## src/rtl/mem_arb_pkg.sv

```systemverilog
// Shared types and constants for the two-port memory arbiter.
package mem_arb_pkg;

    typedef enum logic [1:0] {
        IDLE   = 2'd0,
        ACCESS = 2'd1,
        DONE   = 2'd2
    } arb_state_t;

    localparam logic PORT_CPU = 1'b0;
    localparam logic PORT_DMA = 1'b1;

    localparam int DEF_ADDR_W  = 13;
    localparam int DEF_DATA_W  = 16;
    localparam int DEF_MEM_LAT = 2;

endpackage

```

## src/rtl/mem_arb_pick.sv

```systemverilog
// Combinational winner select for the two memory ports.
// MEM_ARB_CPU_PRIO_EN: when defined, port 0 always wins (port 1 can starve);
// otherwise two-way round-robin against last_served.
module mem_arb_pick
    import mem_arb_pkg::*;
(
    input  logic req0,
    input  logic req1,
    input  logic last_served,
    output logic any_req,
    output logic winner
);

    // Winner is only meaningful while any_req is high.
    always_comb begin
        any_req = req0 | req1;
`ifdef MEM_ARB_CPU_PRIO_EN
        winner  = req0 ? PORT_CPU : PORT_DMA;
`else
        winner  = PORT_CPU;
        if (req0 && req1) begin
            winner = ~last_served;
        end else if (req1) begin
            winner = PORT_DMA;
        end
`endif
    end

`ifdef MEM_ARB_CPU_PRIO_EN
    // Fixed priority ignores the round-robin history.
    logic unused_last_served;
    assign unused_last_served = last_served;
`endif

endmodule

```

## src/rtl/mem_port_arbiter.sv

```systemverilog
// Two-port arbiter in front of the unified instruction/data memory.
// Grants one access at a time, holds the memory for MEM_LAT cycles,
// then pulses done on the winning port.
// MEM_ARB_CPU_PRIO_EN selects fixed CPU priority instead of round-robin.
//
// state  | meaning
// IDLE   | waiting for a request; grant and latch the winner's access
// ACCESS | memory busy for MEM_LAT cycles, cnt counts down to 0
// DONE   | one-cycle done pulse on the winning port
module mem_port_arbiter
    import mem_arb_pkg::*;
#(
    parameter int ADDR_W  = DEF_ADDR_W,
    parameter int DATA_W  = DEF_DATA_W,
    parameter int MEM_LAT = DEF_MEM_LAT
) (
    input  logic              Clk,
    input  logic              Reset,
    input  logic              req0,
    input  logic              req1,
    input  logic              we0,
    input  logic              we1,
    input  logic [ADDR_W-1:0] addr0,
    input  logic [ADDR_W-1:0] addr1,
    input  logic [DATA_W-1:0] wdata0,
    input  logic [DATA_W-1:0] wdata1,
    output logic              gnt0,
    output logic              gnt1,
    output logic              done0,
    output logic              done1,
    output logic [DATA_W-1:0] rdata0,
    output logic [DATA_W-1:0] rdata1,
    output logic              mem_read,
    output logic              mem_write,
    output logic [ADDR_W-1:0] mem_addr,
    output logic [DATA_W-1:0] mem_wdata,
    input  logic [DATA_W-1:0] mem_rdata,
    output logic              busy
);

    localparam logic [3:0] LAT_M1 = 4'(MEM_LAT - 1);

    arb_state_t        state_q, state_d;
    logic [3:0]        cnt_q, cnt_d;
    logic              last_served_q, last_served_d;
    logic              win_q, win_d;
    logic              we_q, we_d;
    logic [ADDR_W-1:0] addr_q, addr_d;
    logic [DATA_W-1:0] wdata_q, wdata_d;
    logic [DATA_W-1:0] rdata0_q, rdata0_d;
    logic [DATA_W-1:0] rdata1_q, rdata1_d;

    logic any_req;
    logic pick;

    mem_arb_pick u_pick (
        .req0        (req0),
        .req1        (req1),
        .last_served (last_served_q),
        .any_req     (any_req),
        .winner      (pick)
    );

    // Next-state, datapath capture and output decode.
    always_comb begin
        state_d       = state_q;
        cnt_d         = cnt_q;
        last_served_d = last_served_q;
        win_d         = win_q;
        we_d          = we_q;
        addr_d        = addr_q;
        wdata_d       = wdata_q;
        rdata0_d      = rdata0_q;
        rdata1_d      = rdata1_q;
        gnt0          = 1'b0;
        gnt1          = 1'b0;
        done0         = 1'b0;
        done1         = 1'b0;
        mem_read      = 1'b0;
        mem_write     = 1'b0;
        busy          = 1'b0;
        case (state_q)
            IDLE: begin
                if (any_req) begin
                    gnt0          = (pick == PORT_CPU);
                    gnt1          = (pick == PORT_DMA);
                    win_d         = pick;
                    last_served_d = pick;
                    we_d          = (pick == PORT_DMA) ? we1    : we0;
                    addr_d        = (pick == PORT_DMA) ? addr1  : addr0;
                    wdata_d       = (pick == PORT_DMA) ? wdata1 : wdata0;
                    cnt_d         = LAT_M1;
                    state_d       = ACCESS;
                end
            end
            ACCESS: begin
                busy      = 1'b1;
                mem_read  = ~we_q;
                // Writes strobe only once, on the last access cycle.
                mem_write = we_q && (cnt_q == 4'd0);
                if (cnt_q == 4'd0) begin
                    state_d = DONE;
                    if (!we_q) begin
                        if (win_q == PORT_DMA) begin
                            rdata1_d = mem_rdata;
                        end else begin
                            rdata0_d = mem_rdata;
                        end
                    end
                end else begin
                    cnt_d = cnt_q - 4'd1;
                end
            end
            DONE: begin
                busy    = 1'b1;
                done0   = (win_q == PORT_CPU);
                done1   = (win_q == PORT_DMA);
                state_d = IDLE;
            end
            default: state_d = IDLE;
        endcase
    end

    // State and datapath registers.
    always_ff @(posedge Clk or posedge Reset) begin
        if (Reset) begin
            state_q       <= IDLE;
            cnt_q         <= 4'd0;
            last_served_q <= PORT_DMA;
            win_q         <= PORT_CPU;
            we_q          <= 1'b0;
            addr_q        <= '0;
            wdata_q       <= '0;
            rdata0_q      <= '0;
            rdata1_q      <= '0;
        end else begin
            state_q       <= state_d;
            cnt_q         <= cnt_d;
            last_served_q <= last_served_d;
            win_q         <= win_d;
            we_q          <= we_d;
            addr_q        <= addr_d;
            wdata_q       <= wdata_d;
            rdata0_q      <= rdata0_d;
            rdata1_q      <= rdata1_d;
        end
    end

    assign mem_addr  = addr_q;
    assign mem_wdata = wdata_q;
    assign rdata0    = rdata0_q;
    assign rdata1    = rdata1_q;

endmodule

```

## config.mk

```make
export PLATFORM = sky130hd
export DESIGN_NAME = mem_port_arbiter
export DESIGN_NICKNAME = d
export VERILOG_FILES = /design/src/rtl/mem_arb_pkg.sv /design/src/rtl/mem_arb_pick.sv /design/src/rtl/mem_port_arbiter.sv
export SDC_FILE = /design/constraint.sdc
export NUM_CORES = 1
export LEC_CHECK = 0
export BUFFER_PORTS_ARGS = -buffer_cell sky130_fd_sc_hd__buf_2
export CORE_MARGIN = 4
export CORE_UTILIZATION = 45
export CTS_CLUSTER_DIAMETER = 200
export DETAILED_ROUTE_END_ITERATION = 7
export HOLD_SLACK_MARGIN = 0.1
export PLACE_DENSITY = 0.78
export SLEW_MARGIN = 20
export SYNTH_ARGS = -nofsm -noshare
export SYNTH_HDL_FRONTEND = slang
export SYNTH_SLANG_ARGS = --single-unit
```

## constraint.sdc

```tcl
create_clock -name Clk -period 2.35 [get_ports Clk]
set_input_delay 0.1175 -clock Clk [delete_from_list [all_inputs] [get_ports Clk]]
set_output_delay 0.1175 -clock Clk [all_outputs]
set_load 0.01 [all_outputs]
```

=== After elaboration in Yosys (flattened, before gate mapping) ===
Index checks and enable logic that the tools add are counted.

* Output and inout bits: 68
* Logic and storage cells: 51
* Flip-flop bits (word level): 70

* Eq/ne operators: 5
* Bitwise logic cells: 5
* Reduce and logical (&&, ||, !) cells: 11
* Muxes and demuxes: 20
* Add/sub/neg operators: 1

{| class="wikitable"
|+ Operators by type and width
! kind !! number
|-
| 2-to-1 mux 16 bit || 1
|-
| 2-to-1 mux 13 bit || 1
|-
| 2-to-1 mux 1 bit || 12
|-
| 2-to-1 mux 4 bit || 2
|-
| one-hot mux 4 bit (2 select lines) || 1
|-
| AND reduction 4 bit || 2
|-
| inequality test 2 bit (second input constant) || 3
|-
| logical NOT 4 bit || 1
|-
| 2-to-1 mux 2 bit || 2
|-
| inverter 1 bit || 4
|-
| one-hot mux 2 bit (2 select lines) || 1
|-
| AND reduction 2 bit || 2
|-
| subtractor 4 x 1 -> 4 bit (second input constant) || 1
|-
| AND reduction 3 bit || 1
|-
| == test 2 x 1 -> 1 bit (second input constant) || 1
|-
| == test 2 bit (second input constant) || 1
|-
| logical AND 1 bit || 2
|-
| logical NOT 2 bit || 1
|-
| nonzero test 2 bit || 1
|-
| OR reduction 2 bit || 1
|-
| OR 1 bit || 1
|}

=== Logic depth before layout (Yosys ltp) ===
* Depth in word-level cells: 5
* Mapped depth: 8

=== By module ===
From an unflattened synthesis, not the netlist that was laid out.

* Cell total of the unflattened synthesis: 258
* Area, all modules: 3119.2 um2

{| class="wikitable"
|+ By module, submodules not included
! module !! area each (um2) !! cells an instance !! times used
|-
| mem_port_arbiter || 3105.5 || 256 || 1
|-
| mem_arb_pick || 13.8 || 2 || 1
|}

=== Worst setup path after synthesis ===
OpenSTA, ideal clock, no wires.

* Path kind: register to register
* Start point: reg state_q[1]
* End point: reg rdata1_q[0], in the netlist rdata1[0]
* Data required time: 2.225 ns
* Clock period less this slack: 1.861 ns
* Data arrival time: 1.736 ns
* Path buffers: 2
* Stages on the path, launching flop included: 8
* Slack: 0.489 ns
* Library setup time: 0.125 ns
* Cells stage by stage: dfrtp_1 inv_1 ha_1 nor2b_1 and3_1 buf_6 buf_12 mux2_4

* Word-level cells in the longest chain between the ends: 2

{| class="wikitable"
|+ Ends and longest elaborated chain
! element !! RTL line !! source
|-
| from (decl) || mem_port_arbiter.sv:43 || <nowiki>arb_state_t state_q, state_d;</nowiki>
|-
| from (signal assigned) || mem_port_arbiter.sv:137 || <nowiki>state_q <= state_d;</nowiki>
|-
| == test 2 x 1 -> 1 bit || mem_port_arbiter.sv:82 || <nowiki>case (state_q)</nowiki>
|-
| AND reduction 4 bit (no source line) || n/a ||
|-
| to (signal assigned) || mem_port_arbiter.sv:145 || <nowiki>rdata1_q <= rdata1_d;</nowiki>
|-
| to (decl) || mem_port_arbiter.sv:51 || <nowiki>logic [DATA_W-1:0] rdata1_q, rdata1_d;</nowiki>
|}

Every way passes these cells.
A chain may end at the register's enable or synchronous reset.

=== Worst setup path in the final report ===
* Start point: reg last_served_q
* End point: reg addr_q[7], in the netlist mem_addr[7]

* Word-level cells in the longest chain between the ends: 3

{| class="wikitable"
|+ Ends and longest elaborated chain
! element !! RTL line !! source
|-
| from (decl) || mem_port_arbiter.sv:45 || <nowiki>logic last_served_q, last_served_d;</nowiki>
|-
| from (signal assigned) || mem_port_arbiter.sv:139 || <nowiki>last_served_q <= last_served_d;</nowiki>
|-
| inverter 1 bit || mem_arb_pick.sv:22 || <nowiki>winner = ~last_served;</nowiki>
|-
| 2-to-1 mux 1 bit || mem_arb_pick.sv:21 || <nowiki>if (req0 && req1) begin</nowiki>
|-
| 2-to-1 mux 13 bit || mem_port_arbiter.sv:90 || <nowiki>addr_d = (pick == PORT_DMA) ? addr1 : addr0;</nowiki>
|-
| to (signal assigned) || mem_port_arbiter.sv:142 || <nowiki>addr_q <= addr_d;</nowiki>
|-
| to (decl) || mem_port_arbiter.sv:48 || <nowiki>logic [ADDR_W-1:0] addr_q, addr_d;</nowiki>
|}

Every way passes these cells.

==> reports/qor.yml <==
status:
  outcome: "completed"
floorplan:
  core_mm2: 0.006794
  die_h_um: 91.76
  initial_core_util: 0.4646
  rows: 30
  dieArea_mm2: 0.008419
  ioPinCount: 148
  die_w_um: 91.76
power_and_ir_drop:
  peakVddDrop_mv: 0.5172
  power_density_mw_per_mm2: 1184
  p_leak_nw: 2.472
finish:
  drive_gt1_frac: 0.4593
  antennaDiodeCount: 0
  final_util: 0.6919
  final_nets: 535
  syn2layout_area_growth_pct: 48.91
synth:
  synth-compound-area-share: 0.09671
  synth_xor_xnor_area_share: 0
  yosysSeqAreaShare: 0.5553
  post_synth_instance_area_mm2: 0.003157
  ys_top_cells_by_count: "dfrtp_1 (69), o21ai_0 (28), nand2_1 (27)"
  synth_warnings: 0
  avgSynthCellArea_um2: 12.68
  synth_mux_area_frac: 0.2085
  synthSimpleGateAreaFrac: 0.08641
  synth_top_area_cell: "dfrtp_1"
  synth_flop_cell: "dfrtp_1"
  synthAdderAreaFrac: 0.01585
  ys_seq_elements: 70
  yosysTopAreaCellShare: 0.5470
  syn_inst: 249
  synth_area_leaders: "dfrtp_1 (55%), mux2i_1 (8.2%), mux2_2 (7.8%)"
  synth_top_family_by_area: "multiplexers"
  synth_edf_count: 0
  synth.distinct_cells: 42
  synth_most_common_cell: "dfrtp_1"
  syn-num-nets: 333
  async_flop_share: 1.000
cts:
  clk_root_buffer_cell: "clkbuf_8"
  cts_sinks: 70
  cts_max_level: 3
  cts_max_path_buffers: 2
  clkLatencyLatePin_ps: 330
  cts_setup_buffers: 0
  numCtsBuffers: 9
  cts_tree: "built"
  path_clk_slew_ps: 70
critical_path:
  cp.arrival_ps: 2360
  crit_type: "reg2reg"
  critPathLaunchType: "register"
  cp-end-kind: "register"
  worstPathMaxFanout: 26
  cp.required_ps: 2540
route:
  drc: 0
  drtPass1Iterations: 4
  wl_um: 8663
  avgRoutedWirePerCell_um: 15.72
  num_vias: 2680
  via_per_inst: 4.864
  drt_iter0_drc: 49
  ant_nets: 0
global_routing:
  grt_pass1_wl_um: 14120
  antenna_found_initial: 0
  overflow: 0
  grt_usage: 0.2133
  grt_pass1_vias: 2884
  grt_max_degree: 53
timing:
  period_needed_ps: 2168
  setup_tns_ps: 0
  whs_ps: 96.41
  rsz0062_at_grt: "false"
  timing.final.crit_share: 0.9227
  hold_viol: 0
  tightest_slew_ps: 590.8
  finalSetupViolations: 0
  slew_headroom: 0.6056
  fin_skew_ps: 8.630
  max_freq_mhz: 461.2
  drv_slew: 0
place:
  io_buffers: 147
  gp_congestion: 0.7726
  dp_hpwl_um: 5695
worst_hold_path:
  hold_class: "in2reg"
flow_run:
  maxCapViolations: 0
[area by class of cell]
type,instances,area (um^2)
clock buffers,11,141.4
multi-input cells,159,1297
well taps,96,120.1
repair buffers,205,1319
fillers,500,2093
flip-flops and latches,70,1753
clock inverters,4,47.55
inverters,6,22.52
[timing repair]
item | CTS | global route
gates resized for setup | 0 | 0
endpoints found under the hold margin | 80 | 0
hold buffers | 54 | 0
[placed cells by master, fill, tap and decap left out, types with 2 or more instances in the layout]
cell | Yosys | final
buf_2 | 3 | 147
dfrtp_1 | 69 | 69
dlygate4sd3_1 | 0 | 54
o21ai_0 | 28 | 28
nand2_1 | 27 | 27
mux2i_1 | 26 | 26
mux2_2 | 22 | 22
mux2_4 | 10 | 10
clkbuf_8 | 0 | 10
and3_1 | 5 | 5
inv_1 | 6 | 5
a221o_1 | 4 | 4
ha_1 | 4 | 4
and3_2 | 3 | 3
buf_4 | 2 | 3
nor2b_1 | 2 | 2
and2_1 | 2 | 2
a21o_1 | 2 | 2
a21oi_1 | 2 | 2
o31ai_1 | 2 | 2
clkinv_2 | 0 | 2
[critical path, cell delays in order (launching register included)]
cell and delay [ps]:
dfstp_2 550, a21bo_2 120, buf_4 390, mux2i_1 270
dlygate4sd3_1 600, o21ai_0 80
[kinds of logic after synthesis]
| logic type | count (synthesis) |
|---|---|
| adder cells (fa/ha/maj) | 4 |
| flip-flops | 70 |
| AO/OA/AOI/OAI | 49 |
| AND/OR/NAND/NOR | 48 |
| buffers and inverters | 20 |
| multiplexers | 58 |
[flip-flops by register name, indices dropped and copies added, names as in the netlist]
name / count
cnt_q: 4
last_served_q: 1
mem_addr: 13
mem_wdata: 16
rdata0: 16
rdata1: 16
state_q: 2
we_q: 1
win_q: 1
[report_power, final]
group / leakage, nW / internal [W] / switching (W) / total [W]
Sequential: 0.857 / 0.00180 / 0.000348 / 0.00215
Combinational: 1.52 / 0.00120 / 0.00129 / 0.00248
Clock: 0.0952 / 0.000510 / 0.000422 / 0.000932
[path summary, 6_finish.rpt]
kind                       slack, ps                       end                       from  cells after the start
max in group asynchronous       1320  mem_wdata[6]$_DFFE_PP0P_                      Reset                      4
min                              100  mem_addr[11]$_DFFE_PP0P_                  addr1[11]                      3
min reg2reg                      480  mem_wdata[4]$_DFFE_PP0P_   mem_wdata[4]$_DFFE_PP0P_                      2
max reg2reg                      180   mem_addr[7]$_DFFE_PP0P_  last_served_q$_DFFE_PP1P_                      5
max                              180   mem_addr[7]$_DFFE_PP0P_  last_served_q$_DFFE_PP1P_                      5
min in group asynchronous        400     rdata0[9]$_DFFE_PP0P_                      Reset                      3
[per-layer routing]
| layer | wire length [um] | vias up | track usage |
|---|---|---|---|
| li1 | - | 1296 | - |
| met1 | 3528 | 1267 | 0.2504 |
| met2 | 4472 | 99 | 0.3780 |
| met3 | 483 | 18 | 0.04430 |
| met4 | 179 | 0 | 0.08911 |
| met5 | 0 | - | 0 |
[per-stage QoR]
step                      cells  setup slack [ps]  power [W]  cell area, um^2
after detailed placement    482             220.6   0.004543             3971
after floorplan             249             465.9   0.003598             3157
final                       551             181.7   0.005565             4701
after global placement      482             311.6   0.004435             3971
after CTS                   551             217.4   0.005586             4701
after global routing        551             41.01   0.005976             4701
Power figures use the tool's default switching activity.
